File: config.mk
export PLATFORM = sky130hd
export DESIGN_NAME = sklansky_adder_pipe
export DESIGN_NICKNAME = d
export VERILOG_FILES = /design/src/rtl/sklansky_pkg.sv /design/src/rtl/black_box.sv /design/src/rtl/grey_box.sv /design/src/rtl/sklansky_prefix_level.sv /design/src/rtl/sklansky_adder_pipe.sv
export SDC_FILE = /design/constraint.sdc
export NUM_CORES = 1
export LEC_CHECK = 0
export CORE_ASPECT_RATIO = 0.8
export CORE_UTILIZATION = 53
export CTS_BUF_LIST = sky130_fd_sc_hd__clkbuf_16
export DETAILED_ROUTE_END_ITERATION = 10
export PLACE_DENSITY = 0.83
export SYNTH_ARGS = -nofsm -noshare
export SYNTH_HDL_FRONTEND = slang
export SYNTH_SLANG_ARGS = --single-unit
File: constraint.sdc
create_clock -name clk -period 2.6 [get_ports clk]
set_clock_uncertainty 0.2 [all_clocks]
set_input_delay 0.52 -clock clk [delete_from_list [all_inputs] [get_ports clk]]
set_output_delay 0.52 -clock clk [all_outputs]
set_load 0.005 [all_outputs]
File: src/rtl/sklansky_pkg.sv
// Shared definitions for the Sklansky prefix adder/subtractor pipeline:
// width helpers, latency calculation and add/subtract mode encoding.
package sklansky_pkg;

    localparam logic MODE_ADD = 1'b0;
    localparam logic MODE_SUB = 1'b1;

    // Ceiling log2, usable in constant expressions.
    function automatic int clog2(input int n);
        int r;
        r = 0;
        for (int v = n - 1; v > 0; v = v >> 1) begin
            r = r + 1;
        end
        return r;
    endfunction

    // Clock cycles from acceptance to result: the operand register plus one
    // register for every group of reg_every prefix levels (last group ends in
    // the output register).
    function automatic int sklansky_latency(input int width, input int reg_every);
        int levels;
        levels = clog2(width);
        return 1 + (levels + reg_every - 1) / reg_every;
    endfunction

endpackage

File: src/rtl/black_box.sv
// Black prefix cell: combines group generate and group propagate of two
// adjacent spans.
module black_box (
    input  logic gi,
    input  logic pi,
    input  logic gj,
    input  logic pj,
    output logic go,
    output logic po
);
    assign go = gi | (pi & gj);
    assign po = pi & pj;
endmodule

File: src/rtl/grey_box.sv
// Grey prefix cell: the source is already a final carry, so only the group
// generate is needed.
module grey_box (
    input  logic gi,
    input  logic pi,
    input  logic gj,
    output logic go
);
    assign go = gi | (pi & gj);
endmodule

File: src/rtl/sklansky_prefix_level.sv
// One combinational level of the Sklansky carry network. At level LEVEL every
// bit whose index has bit (LEVEL-1) set merges with the top bit of the block
// of 2^(LEVEL-1) bits directly below it; all other bits pass through.
module sklansky_prefix_level #(
    parameter int WIDTH = 16,
    parameter int LEVEL = 1
) (
    input  logic [WIDTH-1:0] g_in,
    input  logic [WIDTH-1:0] p_in,
    output logic [WIDTH-1:0] g_out,
    output logic [WIDTH-1:0] p_out
);
    localparam int SPAN = 1 << (LEVEL - 1);

    for (genvar i = 0; i < WIDTH; i++) begin : g_bit
        if (((i >> (LEVEL - 1)) & 1) == 1) begin : g_merge
            localparam int J = ((i / SPAN) * SPAN) - 1;
            if (J < SPAN) begin : g_grey
                // Bits below SPAN are already complete carries (cin folded in).
                grey_box u_grey (
                    .gi(g_in[i]),
                    .pi(p_in[i]),
                    .gj(g_in[J]),
                    .go(g_out[i])
                );
                assign p_out[i] = p_in[i];
            end else begin : g_black
                black_box u_black (
                    .gi(g_in[i]),
                    .pi(p_in[i]),
                    .gj(g_in[J]),
                    .pj(p_in[J]),
                    .go(g_out[i]),
                    .po(p_out[i])
                );
            end
        end else begin : g_pass
            assign g_out[i] = g_in[i];
            assign p_out[i] = p_in[i];
        end
    end
endmodule

File: src/rtl/sklansky_adder_pipe.sv
// Pipelined Sklansky parallel-prefix adder/subtractor with valid/ready
// streaming. One global stall freezes every stage while the output beat is
// waiting for the consumer; bubbles travel with the data.
module sklansky_adder_pipe
    import sklansky_pkg::*;
#(
    parameter int WIDTH     = 16,
    parameter int REG_EVERY = 2
) (
    input  logic             clk,
    input  logic             rst,
    input  logic             in_valid,
    output logic             in_ready,
    input  logic [WIDTH-1:0] in_a,
    input  logic [WIDTH-1:0] in_b,
    input  logic             in_cin,
    input  logic             in_sub,
    output logic             out_valid,
    input  logic             out_ready,
    output logic [WIDTH-1:0] out_sum,
    output logic             out_cout,
    output logic             out_ovf
);
    localparam int LOG2W = clog2(WIDTH);

    if (WIDTH < 2 || WIDTH > 64 || (WIDTH & (WIDTH - 1)) != 0) begin : g_bad_width
        $error("sklansky_adder_pipe: WIDTH must be a power of two in 2..64");
    end
    if (REG_EVERY < 1 || REG_EVERY > LOG2W) begin : g_bad_reg_every
        $error("sklansky_adder_pipe: REG_EVERY must be in 1..clog2(WIDTH)");
    end

    logic             en;
    logic [WIDTH-1:0] b_eff;

    assign en       = !(out_valid && !out_ready);
    assign in_ready = en;
    assign b_eff    = (in_sub == MODE_SUB) ? ~in_b : in_b;

    // Level k inputs (ig/ip), level k outputs (lg/lp) and the side-band
    // entering level k: original propagate (sp), carry-in (sc), valid (sv).
    // Index LOG2W+1 of the side-band feeds the output stage.
    logic [WIDTH-1:0] ig [1:LOG2W];
    logic [WIDTH-1:0] ip [1:LOG2W];
    logic [WIDTH-1:0] lg [1:LOG2W];
    logic [WIDTH-1:0] lp [1:LOG2W];
    logic [WIDTH-1:0] sp [1:LOG2W+1];
    logic             sc [1:LOG2W+1];
    logic             sv [1:LOG2W+1];

    // ---- stage p0: operand register (generate/propagate) ----
    logic [WIDTH-1:0] g_p0;
    logic [WIDTH-1:0] p_p0;
    logic             cin_p0;
    logic             vld_p0;

    // Valid bit of the operand stage; cleared by reset, frozen during stall.
    always_ff @(posedge clk) begin
        if (rst) begin
            vld_p0 <= 1'b0;
        end else if (en) begin
            vld_p0 <= in_valid;
        end
    end

    // Operand stage data: bitwise generate/propagate against the effective B.
    always_ff @(posedge clk) begin
        if (en) begin
            g_p0   <= in_a & b_eff;
            p_p0   <= in_a ^ b_eff;
            cin_p0 <= in_cin;
        end
    end

    // Carry-in enters as bit -1, so bit 0 of G is a final carry immediately.
    assign ig[1] = {g_p0[WIDTH-1:1], g_p0[0] | (p_p0[0] & cin_p0)};
    assign ip[1] = p_p0;
    assign sp[1] = p_p0;
    assign sc[1] = cin_p0;
    assign sv[1] = vld_p0;

    for (genvar k = 1; k <= LOG2W; k++) begin : g_level
        sklansky_prefix_level #(
            .WIDTH(WIDTH),
            .LEVEL(k)
        ) u_level (
            .g_in (ig[k]),
            .p_in (ip[k]),
            .g_out(lg[k]),
            .p_out(lp[k])
        );

        if (k < LOG2W && (k % REG_EVERY) == 0) begin : g_cut
            // ---- stage boundary after prefix level k ----
            logic [WIDTH-1:0] g_pc;
            logic [WIDTH-1:0] p_pc;
            logic [WIDTH-1:0] s_pc;
            logic             cin_pc;
            logic             vld_pc;

            // Valid bit of this cut; cleared by reset, frozen during stall.
            always_ff @(posedge clk) begin
                if (rst) begin
                    vld_pc <= 1'b0;
                end else if (en) begin
                    vld_pc <= sv[k];
                end
            end

            // Partial prefix state and side-band carried across the cut.
            always_ff @(posedge clk) begin
                if (en) begin
                    g_pc   <= lg[k];
                    p_pc   <= lp[k];
                    s_pc   <= sp[k];
                    cin_pc <= sc[k];
                end
            end

            assign ig[k+1] = g_pc;
            assign ip[k+1] = p_pc;
            assign sp[k+1] = s_pc;
            assign sc[k+1] = cin_pc;
            assign sv[k+1] = vld_pc;
        end else begin : g_thru
            if (k < LOG2W) begin : g_next
                assign ig[k+1] = lg[k];
                assign ip[k+1] = lp[k];
            end
            assign sp[k+1] = sp[k];
            assign sc[k+1] = sc[k];
            assign sv[k+1] = sv[k];
        end
    end

    // ---- output stage: sum, carry-out, overflow ----
    logic [WIDTH-1:0] carry;
    assign carry = lg[LOG2W];

    // Result register; holds its beat while the consumer stalls.
    always_ff @(posedge clk) begin
        if (rst) begin
            out_valid <= 1'b0;
            out_sum   <= '0;
            out_cout  <= 1'b0;
            out_ovf   <= 1'b0;
        end else if (en) begin
            out_valid <= sv[LOG2W+1];
            out_sum   <= sp[LOG2W+1] ^ {carry[WIDTH-2:0], sc[LOG2W+1]};
            out_cout  <= carry[WIDTH-1];
            out_ovf   <= carry[WIDTH-1] ^ carry[WIDTH-2];
        end
    end

endmodule

==> results.yml <==
synthesis:
  synth_warnings: 0
  synthTopCellsByArea: "edfxtp_1 59%, dfxtp_1 11%, ha_1 5.6%, xor2_1 3.7%, a21o_1 2.9%"
  yosysMostFrequentCell: "edfxtp_1"
  syn_area_per_cell_um2: 14.7
  synth_edf_count: 75
  ys_seq_elements: 96
  synth_top_area_share_pct: 59.0
  synthesis.nets: 315
  synth_ff_type: "edfxtp_1"
  synthTopCellsByCount: "75 x edfxtp_1, 21 x dfxtp_1, 19 x nand2_1"
  synth_top_area_cell: "edfxtp_1"
  ys_async_sr_fraction_pct: 0
  yosys.cell_types.count: 35
  synthCells: 260
  yosysSeqAreaShare_pct: 70.0
  syn_area_um2: 3820
drt:
  drcViolationCount: 0
  wl_um: 6300
  first_pass_iters: 4
  drtIter0Drc: 111
  vias_per_cell: 5.34
  wire_per_inst_um: 15.2
  ant_nets: 0
  via_count: 2218
die:
  coreArea_um2: 6930
  row_count: 27
  initial_utilization_pct: 55.1
  die_area_um2: 7550
  io_pins: 58
  die_x_um: 96.9
  die_y_um: 77.9
timing:
  setup-violations-final: 0
  finalCritPeriodShare_pct: 93.5
  fmax_mhz: 411
  fin_setup_tns_ns: 0
  drv_slew: 0
  timing.final.ws_setup_ns: 0.170
  hold_viol_final: 0
  period_needed_ns: 2.43
  slew_headroom_pct: 67.1
  worstMarginPinSlew_ns: 0.494
  rsz0062_at_grt: "no"
finish:
  multi_input_area_um2: 1070
  fin_nets: 378
  area_growth_pct: 24.6
  num-fill-cells: 489
  n_antenna_cell: 0
  register_area_um2: 2670
  layout-drive-gt1-share_pct: 6.40
clock_tree:
  clk_pin_slew_ns: 0.06
  worstSkewPairLatency_ns: 0.33
  cts_sinks: 96
  cts_resized: 0
  clk_path_buf_depth: 2
  post_cts_buffers: 0
  htreeDepth: 3
  tritoncts: "built"
  root_buffer: "clkbuf_16"
  cts_hold_buf: 0
  cts_buffers: 9
worst_setup_path:
  cp-start-kind: "primary input"
  max_stage_delay_ns: 0.53
  worstPathRequired_ns: 1.88
  cp_data_arrival_time_ns: 1.71
  endpoint_kind: "output port"
  crit_top_cell: "clkdlybuf4s50_1"
  slowest_stage: "clkdlybuf4s50_1"
  critical_path_class: "primary input to output port"
  critical_path.top_delay_family: "buffers and inverters"
  path_cells: "clkdlybuf4s50_1 -> nor2b_2 -> clkinv_2 -> clkdlybuf4s50_1"
  crit_fanout: 2
  crit_buf_inv: 3
power_and_ir_drop:
  peakVddDrop_mv: 0.390
  leakage_nw: 1.92
  power.density_nw_per_um2: 790
grt:
  grt_pass1_wl_um: 10600
  grtUsageTotal_pct: 18.4
  grt_max_degree: 99
  antenna_found_initial: 0
  grt-ovfl-total: 0
  grt_pass1_vias: 2251
run:
  cap_violations: 0
place:
  io_buffers: 57
  hpwl_um: 4180
  dp_slack_ns: 0.161
  gp_congestion: 0.738
run_status:
  status: "finished clean"
min_path:
  hold_path_class: "flop to flop"
==> cells by family (layout without fill, tap and decap cells) <==
logic type	count (synthesis)	count (layout)	synth area share [%]
buf+inv	12	80	2.10
mux	1	1	0.262
flops	96	96	70.0
xor+xnor	24	24	5.51
compound gates	48	48	8.29
fa+ha+maj	17	17	5.57
simple gates	62	62	8.26
==> cell usage in the layout, fill, tap and decap left out, types with 4 or more instances in the layout <==
cell,count
ha_1,17
buf_4,4
and2_1,6
a211oi_1,6
nor2_1,8
clkbuf_16,9
xnor2_1,8
dfxtp_1,21
a21o_1,15
xor2_1,16
nand2_1,19
o21ai_0,4
a21oi_1,15
edfxtp_1,75
nand3_1,11
clkdlybuf4s50_1,57
==> stage by stage <==
stage          power, mW  hold WS, ns  area (µm²)  utilization (%)  std cells
6_report            3.76        0.249        4760             68.7        415
3_5_place_dp        2.56        0.237        4480             64.7        399
2_1_floorplan       2.29        0.227        3820                -        260
3_3_place_gp        2.52        0.231        4480             64.7        399
4_1_cts             3.80        0.249        4760             68.7        415
5_1_grt             3.94        0.266        4760             68.7        415
==> path summary, 6_finish.rpt <==
kind | to | from | cells after the start | slack [ns]
hold reg to reg | g_level[2].g_cut.p_pc[0]$_DFFE_PN_ | p_p0[0]$_DFFE_PN_ | 0 | 0.25
setup reg to reg | out_sum[14]$_SDFFE_PP0N_ | g_level[2].g_cut.g_pc[3]$_DFFE_PN_ | 4 | 0.94
hold / removal | g_level[2].g_cut.p_pc[0]$_DFFE_PN_ | p_p0[0]$_DFFE_PN_ | 0 | 0.25
setup / recovery | in_ready | out_ready | 4 | 0.17
==> metal layers <==
layer / share of wire, % / global-route usage [%]
met2: 53 / 32.4
met5: 0 / 0
met4: 0.84 / 4.33
met3: 5.6 / 7.66
met1: 41 / 20.8
==> flip-flops by register name (all words and copies together) (netlist names), 10 cells and up <==
| name | cells |
|---|---|
| out_sum | 16 |
| g_level.g_cut.p_pc | 15 |
| p_p0 | 16 |
| g_level.g_cut.s_pc | 10 |
| g_p0 | 16 |
| g_level.g_cut.g_pc | 16 |
==> layout make-up <==
class                      instances  share of cell area, %
clock buffer                       9                   4.73
clock inverter                     7                   1.16
tap                               87                   2.29
multi-input combinational        152                   22.4
sequential                        96                   56.2
inverter                           2                  0.184
timing repair buffer              62                   13.0
==> worst register-to-register path, stage by stage, from the launching register on <==
cell	delay (ns)
edfxtp_1	0.51
a21o_1	0.28
a21o_1	0.24
a211o_1	0.31
nand3_1	0.06
==> power breakdown <==
| group | internal, mW | switching, mW |
|---|---|---|
| logic | 0.286 | 0.188 |
| clock network | 0.728 | 0.507 |
| registers | 1.92 | 0.130 |
Note: power is estimated with default switching activity, not from simulation.
